`src/rtl/ctrl_pipe_if.sv`:
```
// Bundle of decode-side inputs and per-stage control outputs for ctrl_pipe.
// master drives the decode/hazard side; slave is the pipeline itself.
interface ctrl_pipe_if #(
  parameter int CW     = 16,
  parameter int STAGES = 3
);
  logic [CW-1:0]        ctrl_d;
  logic                 valid_d;
  logic                 mc_d;
  logic [STAGES-1:0]    stall;
  logic [STAGES-1:0]    flush;
  logic [STAGES*CW-1:0] ctrl_q;
  logic [STAGES-1:0]    valid_q;
  logic                 accept_d;
  logic                 mc_busy;
  logic [31:0]          retired_cnt;
  logic [31:0]          bubble_cnt;

  modport master (
    output ctrl_d, valid_d, mc_d, stall, flush,
    input  ctrl_q, valid_q, accept_d, mc_busy, retired_cnt, bubble_cnt
  );

  modport slave (
    input  ctrl_d, valid_d, mc_d, stall, flush,
    output ctrl_q, valid_q, accept_d, mc_busy, retired_cnt, bubble_cnt
  );
endinterface

```
`src/rtl/ctrl_pipe.sv`:
```
// Control-word pipeline after decode with multi-cycle hold of stage 0; CTRL_PIPE_PERF_EN adds perf counters.
// Latency: one cycle per stage; a multi-cycle op stays in stage 0 for MC_CYCLES cycles.
// Backpressure: stall[k] holds stages 0..k, bubbles fill below the hold; accept_d low while stage 0 is held.
module ctrl_pipe #(
  parameter int CW        = 16,
  parameter int STAGES    = 3,
  parameter int MC_CYCLES = 32
) (
  input  logic        clk,
  input  logic        rst,
  ctrl_pipe_if.slave  bus
);

  typedef enum logic {IDLE = 1'b0, BUSY = 1'b1} state_e;

  localparam logic [7:0] MC_LOAD = 8'(MC_CYCLES - 1);

  state_e            state_q, state_d;
  logic [7:0]        mc_cnt_q, mc_cnt_d;
  logic              mc_busy;
  logic [STAGES-1:0] hold;

  logic [CW-1:0]     stg_ctrl_q [STAGES];
  logic [CW-1:0]     stg_ctrl_d [STAGES];
  logic [STAGES-1:0] stg_vld_q, stg_vld_d;

  // A hold anywhere downstream propagates upstream; stage 0 also waits on the multi-cycle op.
  always_comb begin
    hold = '0;
    for (int k = 0; k < STAGES; k++) begin
      hold[k] = ((bus.stall >> k) != '0) || ((k == 0) && mc_busy);
    end
  end

  assign bus.accept_d = ~hold[0];

  always_comb begin
    for (int k = 0; k < STAGES; k++) begin
      stg_ctrl_d[k] = stg_ctrl_q[k];
    end
    stg_vld_d = stg_vld_q;

    if (bus.flush[0]) begin
      stg_ctrl_d[0] = '0;
      stg_vld_d[0]  = 1'b0;
    end else if (!hold[0]) begin
      stg_ctrl_d[0] = bus.ctrl_d;
      stg_vld_d[0]  = bus.valid_d;
    end

    for (int k = 1; k < STAGES; k++) begin
      if (bus.flush[k]) begin
        stg_ctrl_d[k] = '0;
        stg_vld_d[k]  = 1'b0;
      end else if (!hold[k]) begin
        if (hold[k-1]) begin
          stg_ctrl_d[k] = '0;
          stg_vld_d[k]  = 1'b0;
        end else begin
          stg_ctrl_d[k] = stg_ctrl_q[k-1];
          stg_vld_d[k]  = stg_vld_q[k-1];
        end
      end
    end
  end

  always_ff @(posedge clk) begin
    if (rst) begin
      for (int k = 0; k < STAGES; k++) begin
        stg_ctrl_q[k] <= '0;
      end
      stg_vld_q <= '0;
    end else begin
      for (int k = 0; k < STAGES; k++) begin
        stg_ctrl_q[k] <= stg_ctrl_d[k];
      end
      stg_vld_q <= stg_vld_d;
    end
  end

  for (genvar g = 0; g < STAGES; g++) begin : g_out
    assign bus.ctrl_q[g*CW +: CW] = stg_ctrl_q[g];
  end
  assign bus.valid_q = stg_vld_q;

  always_ff @(posedge clk) begin
    if (rst) begin
      state_q  <= IDLE;
      mc_cnt_q <= '0;
    end else begin
      state_q  <= state_d;
      mc_cnt_q <= mc_cnt_d;
    end
  end

  // The counter runs free of external stall so the op's stage-0 residency is fixed.
  always_comb begin
    state_d  = state_q;
    mc_cnt_d = mc_cnt_q;
    unique case (state_q)
      IDLE: begin
        if (!hold[0] && bus.valid_d && bus.mc_d && !bus.flush[0]) begin
          state_d  = BUSY;
          mc_cnt_d = MC_LOAD;
        end
      end
      BUSY: begin
        if (bus.flush[0] || (mc_cnt_q == 8'd1)) begin
          state_d  = IDLE;
          mc_cnt_d = '0;
        end else begin
          mc_cnt_d = mc_cnt_q - 8'd1;
        end
      end
      default: begin
        state_d  = IDLE;
        mc_cnt_d = '0;
      end
    endcase
  end

  always_comb begin
    mc_busy = (state_q == BUSY);
  end

  assign bus.mc_busy = mc_busy;

`ifdef CTRL_PIPE_PERF_EN
  logic [31:0] retired_q, bubble_q;

  always_ff @(posedge clk) begin
    if (rst) begin
      retired_q <= '0;
      bubble_q  <= '0;
    end else begin
      if (stg_vld_q[STAGES-1] && !bus.stall[STAGES-1] && !bus.flush[STAGES-1]) begin
        retired_q <= retired_q + 32'd1;
      end
      if (!stg_vld_q[STAGES-1]) begin
        bubble_q <= bubble_q + 32'd1;
      end
    end
  end

  assign bus.retired_cnt = retired_q;
  assign bus.bubble_cnt  = bubble_q;
`else
  assign bus.retired_cnt = '0;
  assign bus.bubble_cnt  = '0;
`endif

endmodule

```
`src/flat_wrapper.sv`:
```
// flat-port wrapper written by rule: the top's interface ports become plain ports
module ctrl_pipe_flat 
#(
  parameter int CW        = 16,
  parameter int STAGES    = 3,
  parameter int MC_CYCLES = 32
)
  (clk, rst, bus_ctrl_d, bus_valid_d, bus_mc_d, bus_stall, bus_flush, bus_ctrl_q, bus_valid_q, bus_accept_d, bus_mc_busy, bus_retired_cnt, bus_bubble_cnt);
  ctrl_pipe_if #(.CW(CW), .STAGES(STAGES)) bus_i ();
  input  logic clk;
  input  logic rst;
  input wire logic [$bits(bus_i.ctrl_d)-1:0] bus_ctrl_d;
  input wire logic [$bits(bus_i.valid_d)-1:0] bus_valid_d;
  input wire logic [$bits(bus_i.mc_d)-1:0] bus_mc_d;
  input wire logic [$bits(bus_i.stall)-1:0] bus_stall;
  input wire logic [$bits(bus_i.flush)-1:0] bus_flush;
  output wire logic [$bits(bus_i.ctrl_q)-1:0] bus_ctrl_q;
  output wire logic [$bits(bus_i.valid_q)-1:0] bus_valid_q;
  output wire logic [$bits(bus_i.accept_d)-1:0] bus_accept_d;
  output wire logic [$bits(bus_i.mc_busy)-1:0] bus_mc_busy;
  output wire logic [$bits(bus_i.retired_cnt)-1:0] bus_retired_cnt;
  output wire logic [$bits(bus_i.bubble_cnt)-1:0] bus_bubble_cnt;
  assign bus_i.ctrl_d = bus_ctrl_d;
  assign bus_i.valid_d = bus_valid_d;
  assign bus_i.mc_d = bus_mc_d;
  assign bus_i.stall = bus_stall;
  assign bus_i.flush = bus_flush;
  assign bus_ctrl_q = bus_i.ctrl_q;
  assign bus_valid_q = bus_i.valid_q;
  assign bus_accept_d = bus_i.accept_d;
  assign bus_mc_busy = bus_i.mc_busy;
  assign bus_retired_cnt = bus_i.retired_cnt;
  assign bus_bubble_cnt = bus_i.bubble_cnt;
  ctrl_pipe #(.CW(CW), .STAGES(STAGES), .MC_CYCLES(MC_CYCLES)) u_core (.clk(clk), .rst(rst), .bus(bus_i));
endmodule
```
`config.mk`:
```
export PLATFORM = sky130hd
export DESIGN_NAME = ctrl_pipe_flat
export DESIGN_NICKNAME = d
export VERILOG_FILES = /design/src/rtl/ctrl_pipe_if.sv /design/src/rtl/ctrl_pipe.sv /design/src/flat_wrapper.sv
export SDC_FILE = /design/constraint.sdc
export NUM_CORES = 1
export LEC_CHECK = 0
export CAP_MARGIN = 15
export CORE_ASPECT_RATIO = 1.4
export CORE_MARGIN = 4
export CORE_UTILIZATION = 60
export DETAILED_ROUTE_END_ITERATION = 12
export DONT_BUFFER_PORTS = 1
export HOLD_SLACK_MARGIN = 0.12
export PLACE_DENSITY = 0.74
export SYNTH_ARGS = -nofsm -noshare
export SYNTH_HDL_FRONTEND = slang
export SYNTH_SLANG_ARGS = --single-unit
```
`constraint.sdc`:
```
create_clock -name clk -period 2.21 [get_ports clk]
set_input_delay 0.3315 -clock clk [delete_from_list [all_inputs] [get_ports clk]]
set_output_delay 0.3315 -clock clk [all_outputs]
set_load 0.02 [all_outputs]
```
==> results of run 1 <==
==> cell type report <==
class	count	area share (%)
clock buffers	11	5.32
repair buffers	5	1.51
well taps	60	2.82
multi-input cells	237	43.7
flip-flops and latches	60	45.2
inverters	5	0.894
clock inverters	3	0.565
==> report_power, final <==
group	internal, µW	switching (µW)	leakage (µW)
Clock	418	379	0.0000848
Combinational	25.6	156	0.000435
Sequential	1090	17.5	0.000484
==> layer usage <==
layer | track usage, % | routed length (µm) | part of all wire, %
met5 | 0 | 0 | 0
met4 | 12.5 | 150 | 2.6
met3 | 6.03 | 532 | 9.3
met2 | 33.1 | 3000 | 52
met1 | 21.6 | 2030 | 36
==> per-stage QoR <==
step	setup slack, ns	instance area, µm²
floorplan	0.387	2960
global route	0.198	2660
CTS	0.420	2660
global placement	0.481	2490
finish	0.386	2660
detailed placement	0.432	2490
==> flip-flops by register name, summed over array words and instances, names as in the netlist <==
register,count
u_core.bus.mc_busy,1
u_core.bus.valid_q,3
u_core.stg_ctrl_q,48
u_core.mc_cnt_q,8
==> cell usage in the layout (no fill, tap or decap), drive strengths merged, types with 3 or more instances in the layout <==
cell type	count
or2	4
nand3b	3
nor2	42
conb	64
a31oi	7
a22oi	34
inv	4
nand2	43
clkbuf	11
dfxtp	60
a211oi	4
a21oi	20
clkinv	4
buf	4
==> worst paths after layout <==
path                                          from                    end  depth (start not counted)
worst min register to register  u_core.mc_cnt_q[7]     u_core.mc_cnt_q[7]                          1
worst max register to register  u_core.mc_cnt_q[1]     u_core.mc_cnt_q[6]                          6
worst min-delay path                   bus_valid_d  u_core.bus.valid_q[0]                          2
worst max-delay path            u_core.mc_cnt_q[1]     u_core.mc_cnt_q[6]                          6
==> critical path: cells and delay by family (launching register included) <==
| kind | cells | cell delay [ns] |
|---|---|---|
| compound gates | 1 | 0.57 |
| simple gates | 3 | 0.55 |
| flops | 1 | 0.39 |
| fa+ha+maj | 1 | 0.18 |
| buf+inv | 1 | 0.08 |
==> cells by family (layout without fill, tap and decap cells) <==
family / count (synthesis) / after routing / synth area share (%)
compound gates: 68 / 68 / 16.6
other cells: 1 / 64 / 0.138
fa+ha+maj: 2 / 2 / 0.919
simple gates: 103 / 103 / 16.3
buf+inv: 86 / 24 / 21.9
flops: 60 / 60 / 44.1
==> timing repair <==
action | 4_1_cts | 5_1_grt
endpoints found under the hold margin | 6 | 0
resized for setup | 0 | 0
hold buffers | 1 | 0
==> out/results.ini, run 1 <==
[run_status]
outcome=complete, no violations

[floorplanning]
start_util_pct=63.2
core_area_um2=4310
num_io_pins=143
fp-row-count=28
die_w_um=64.9
dieArea_um2=5700
die_h_um=87.7

[timing]
maxSlewViolCount=0
skew_ns=0.00497
hold_viol=0
tightestPinTransition_ns=0.621
setup_viol=0
fin_crit_sh_pct=82.5
holdWs_ns=0.137
relSlewSlack_pct=58.4
finalCriticalPeriod_ns=1.82
tns_ns=0
max_freq_ghz=0.548
rsz0062_at_grt=false

[power_and_ir_drop]
powerDensity_nw_per_um2=786
total_leakage_power_uw=0.00100
design_power_total_uw=2090
ir_drop_v=0.000401

[synthesis]
synthTopCellsByCount=65 x buf_4, 60 x dfxtp_1, 43 x nand2_1
synthTopCellsByArea=dfxtp_1 44%, buf_4 18%, a22oi_1 9.4%
yosys_warnings=0
synth_most_common_cell=buf_4
ys_types=32
ys_async_sr_fraction_pct=0
syn_inst=320
yosys.area.top_type_share_pct=44.1
yosysSeqAreaShare_pct=44.1
synth_area_per_cell_um2=8.51
synth-edff-count=0
synth-seq-cells=60
synth-main-ff-cell=dfxtp_1
synth_area_leader_cell=dfxtp_1
synth.cell_area_um2=2720

[final_layout]
fin_cells=381
regArea_um2=1200
finalNetCount=346
fin_util_pct=61.7
num-fill-cells=397
drive_gt1_share_pct=7.48
antenna_cells=0
multi_input_area_um2=1160
area_growth_pct=-2.39

[critical_path]
worst_setup_path_start_kind=register
arrival_ns=2.09
required_ns=2.48
slowest_delay_ns=0.57
r2r_setup_slack_ns=0.39
cp_slowest_cell=a211oi_1
critical_path_class=reg2reg
critPathCaptureType=register
critPathMaxFanout=6
crit_chain=inv_1 > ha_1 > nor4b_1 > a211oi_1 > nor3b_1 > nand3b_1

[grt]
grtUsageTotal_pct=19.7
grt_pass1_vias=1766
grt_antenna_before_repair=0
grt_pass1_wl_mm=8.67
grt_overflow=0
grt_max_degree=38

[run]
drv_cap=0

[routing]
drt_iter0_markers=122
drcViolationCount=0
vias_per_cell=5.19
num_vias=1978
antenna_left=0
detail_route.first_pass.iterations=5
post_drt_wl_per_cell_um=15.0
wl_mm=5.71

[clock_network]
post_cts_buffers=0
numCtsBuffers=9
clock_latency_ns=0.33
clockBufferDepth=2
cts.sinks=60
htreeDepth=3
cts_root_buffer=clkbuf_8
cts_tree=built
clkTransAtPathRegs_ns=0.06

[placed_design]
hpwl_mm=4.24
port_buffers=0
gp_congestion=0.970
placed_cells=366

[hold_path]
hold_class=in2reg

Note: power is estimated with default switching activity, not from simulation.
==> run 2, diff against run 1 <==
==> constraint.sdc (replaced) <==
create_clock -name clk -period 1.9 [get_ports clk]
set_input_delay 0.285 -clock clk [delete_from_list [all_inputs] [get_ports clk]]
set_output_delay 0.285 -clock clk [all_outputs]
set_load 0.02 [all_outputs]
==> run 2 against run 1 <==
  * Wire length up 10%
  * Critical path depth up 2
  * Non-clock buffer count up 25
  * Worst hold slack worse by 0.0091 ns
  * First-iteration DRC count up 21%
  * Fmax up 7.4%
  * Clock power up 38%
  * Clock skew about the same
  * Highest routed layer unchanged
==> out/results.ini, run 2 (same netlist as run 1, synthesis figures left out) <==
[routing]
drt_iter0_markers=148  ; was 122
detail_route.first_pass.iterations=4  ; was 5
antenna_left=0  ; unchanged
vias_per_cell=5.15  ; was 5.19
drcViolationCount=0  ; unchanged
num_vias=2100  ; was 1978
wl_mm=6.30  ; was 5.71 mm
post_drt_wl_per_cell_um=15.5  ; was 15.0 µm

[timing]
max_freq_ghz=0.589  ; was 0.548 GHz
setup_viol=0  ; unchanged
hold_viol=0  ; unchanged
tns_ns=0  ; unchanged
maxSlewViolCount=0  ; unchanged
skew_ns=0.00511  ; was 0.00497 ns
finalCriticalPeriod_ns=1.70  ; was 1.82 ns
holdWs_ns=0.128  ; was 0.137 ns
fin_crit_sh_pct=89.4  ; was 82.5%
rsz0062_at_grt=false  ; unchanged

[floorplanning]
fp-row-count=28  ; unchanged
die_h_um=87.7  ; unchanged
start_util_pct=63.2  ; unchanged
dieArea_um2=5700  ; unchanged
core_area_um2=4310  ; unchanged
num_io_pins=143  ; unchanged
die_w_um=64.9  ; unchanged

[critical_path]
critPathMaxFanout=6  ; unchanged
worst-path-stages=8  ; was 6
slowest_delay_ns=0.40  ; was 0.57 ns
crit_start=u_core.mc_cnt_q[1]  ; unchanged
required_ns=2.17  ; was 2.48 ns
crit_family=buffers and inverters  ; was compound AO/OA/AOI/OAI gates
arrival_ns=1.97  ; was 2.09 ns
critPathCaptureType=register  ; unchanged
cp_slowest_cell=dfxtp_1  ; was a211oi_1
worst-path-buf-inv=3  ; was 1
worstRegToRegCells=8  ; was 6
path_common_cell=buf_4
crit_chain=inv_1 > ha_1 > nor4b_1 > buf_4 > a211oi_1 > buf_4 > nor3b_1 > nand3b_1  ; was inv_1 > ha_1 > nor4b_1 > a211oi_1 > nor3b_1 > nand3b_1
rr_startpoint=u_core.mc_cnt_q[1]  ; unchanged
critical_path_class=reg2reg  ; unchanged
worst_setup_path_start_kind=register  ; unchanged

[final_layout]
largest_reg_flops=48  ; unchanged
area_growth_pct=8.22  ; was -2.39%
drive_gt1_share_pct=9.48  ; was 7.48%
finalNetCount=371  ; was 346
top_register=u_core.stg_ctrl_q  ; unchanged
mostFrequentLayoutCells=64 x conb_1, 60 x dfxtp_1, 43 x nand2_1  ; unchanged
antenna_cells=0  ; unchanged
final_common_cell=conb_1  ; unchanged

[hold_path]
hold_class=in2reg  ; unchanged
hp-start=bus_stall[2]  ; was bus_valid_d
whs_path_depth=2  ; unchanged

[clock_network]
clock_latency_ns=0.33  ; about the same
numCtsBuffers=9  ; unchanged
cts_tree=built  ; unchanged
htreeDepth=3  ; unchanged
clockBufferDepth=2  ; unchanged
cts.sinks=60  ; unchanged
clkTransAtPathRegs_ns=0.07  ; was 0.06 ns
cts_root_buffer=clkbuf_8  ; unchanged

[power_and_ir_drop]
ir_drop_v=0.000567  ; was 0.000401 V
powerDensity_nw_per_um2=898  ; was 786 nW/µm²
total_leakage_power_uw=0.00112  ; was 0.00100 µW

[grt]
grt_pass1_vias=1860  ; was 1766
grt_overflow=0  ; unchanged
grt_antenna_before_repair=0  ; unchanged
grtUsageTotal_pct=21.5  ; was 19.7%
grt_pass1_wl_mm=9.32  ; was 8.67 mm
grt_max_degree=30  ; was 38

[placed_design]
port_buffers=0  ; unchanged
gp_congestion=0.947  ; was 0.970
hpwl_mm=4.40  ; was 4.24 mm

[run]
drv_cap=0  ; unchanged

[run_status]
outcome=complete, no violations  ; unchanged

==> run 2: changes by cell type in the layout (fill, tap and decap cells not counted) <==
| cell | previous run | this run |
|---|---|---|
| bufinv_16 | 0 | 1 |
| clkinvlp_4 | 0 | 3 |
| clkbuf_8 | 10 | 9 |
| buf_12 | 0 | 1 |
| dlygate4sd3_1 | 1 | 21 |
| a21oi_2 | 0 | 1 |
| a21oi_1 | 20 | 19 |
| buf_4 | 4 | 8 |
| clkbuf_1 | 1 | 0 |
==> run 2: path summary, 6_finish.rpt <==
kind                                         endpoint  slack, ns
worst max register to register     u_core.mc_cnt_q[6]       0.20
worst min register to register     u_core.mc_cnt_q[7]       0.48
worst max-delay path               u_core.mc_cnt_q[6]       0.20
worst min-delay path            u_core.bus.valid_q[2]       0.13
==> run 2: metrics by stage <==
stage	total power [µW]	area (µm²)	worst slack (ns)	cells	util (%)
4_1_cts	2650	2930	0.148	407	68.1
3_3_place_gp	1530	2540	0.238	371	59.0
6_report	2650	2950	0.201	408	68.4
5_1_grt	2740	2950	0.0978	408	68.4
3_5_place_dp	1530	2540	0.165	371	59.0
2_1_floorplan	1610	2960	0.169	383	-
==> run 2: timing repair <==
item | in CTS | in global routing
setup endpoints to repair | 0 | 1
hold endpoints to repair | 34 | 1
setup buffers | 0 | 0
resized for setup | 0 | 1
hold buffers | 20 | 1
==> run 2: cell type report <==
| cell class | instances | area, µm² |
|---|---|---|
| well taps | 60 | 75.1 |
| fillers | 374 | 1360 |
| clock buffers | 9 | 124 |
| multi-input cells | 237 | 1170 |
| inverters | 5 | 23.8 |
| repair buffers | 30 | 290 |
| flip-flops and latches | 60 | 1200 |
| clock inverters | 7 | 67.6 |
==> run 2: metal layers <==
metal	GRT usage [%]	up-vias	part of all wire, %
li1	-	999	-
met1	22.8	983	36
met2	37.5	99	53
met3	6.55	19	8.5
met4	12.5	0	3.0
met5	0	-	0
==> run 2: power breakdown <==
| part | switching (µW) | leakage, µW | internal, µW |
|---|---|---|---|
| Clock | 502 | 0.0000910 | 597 |
| Sequential | 19.8 | 0.000484 | 1270 |
| Combinational | 196 | 0.000547 | 62.5 |
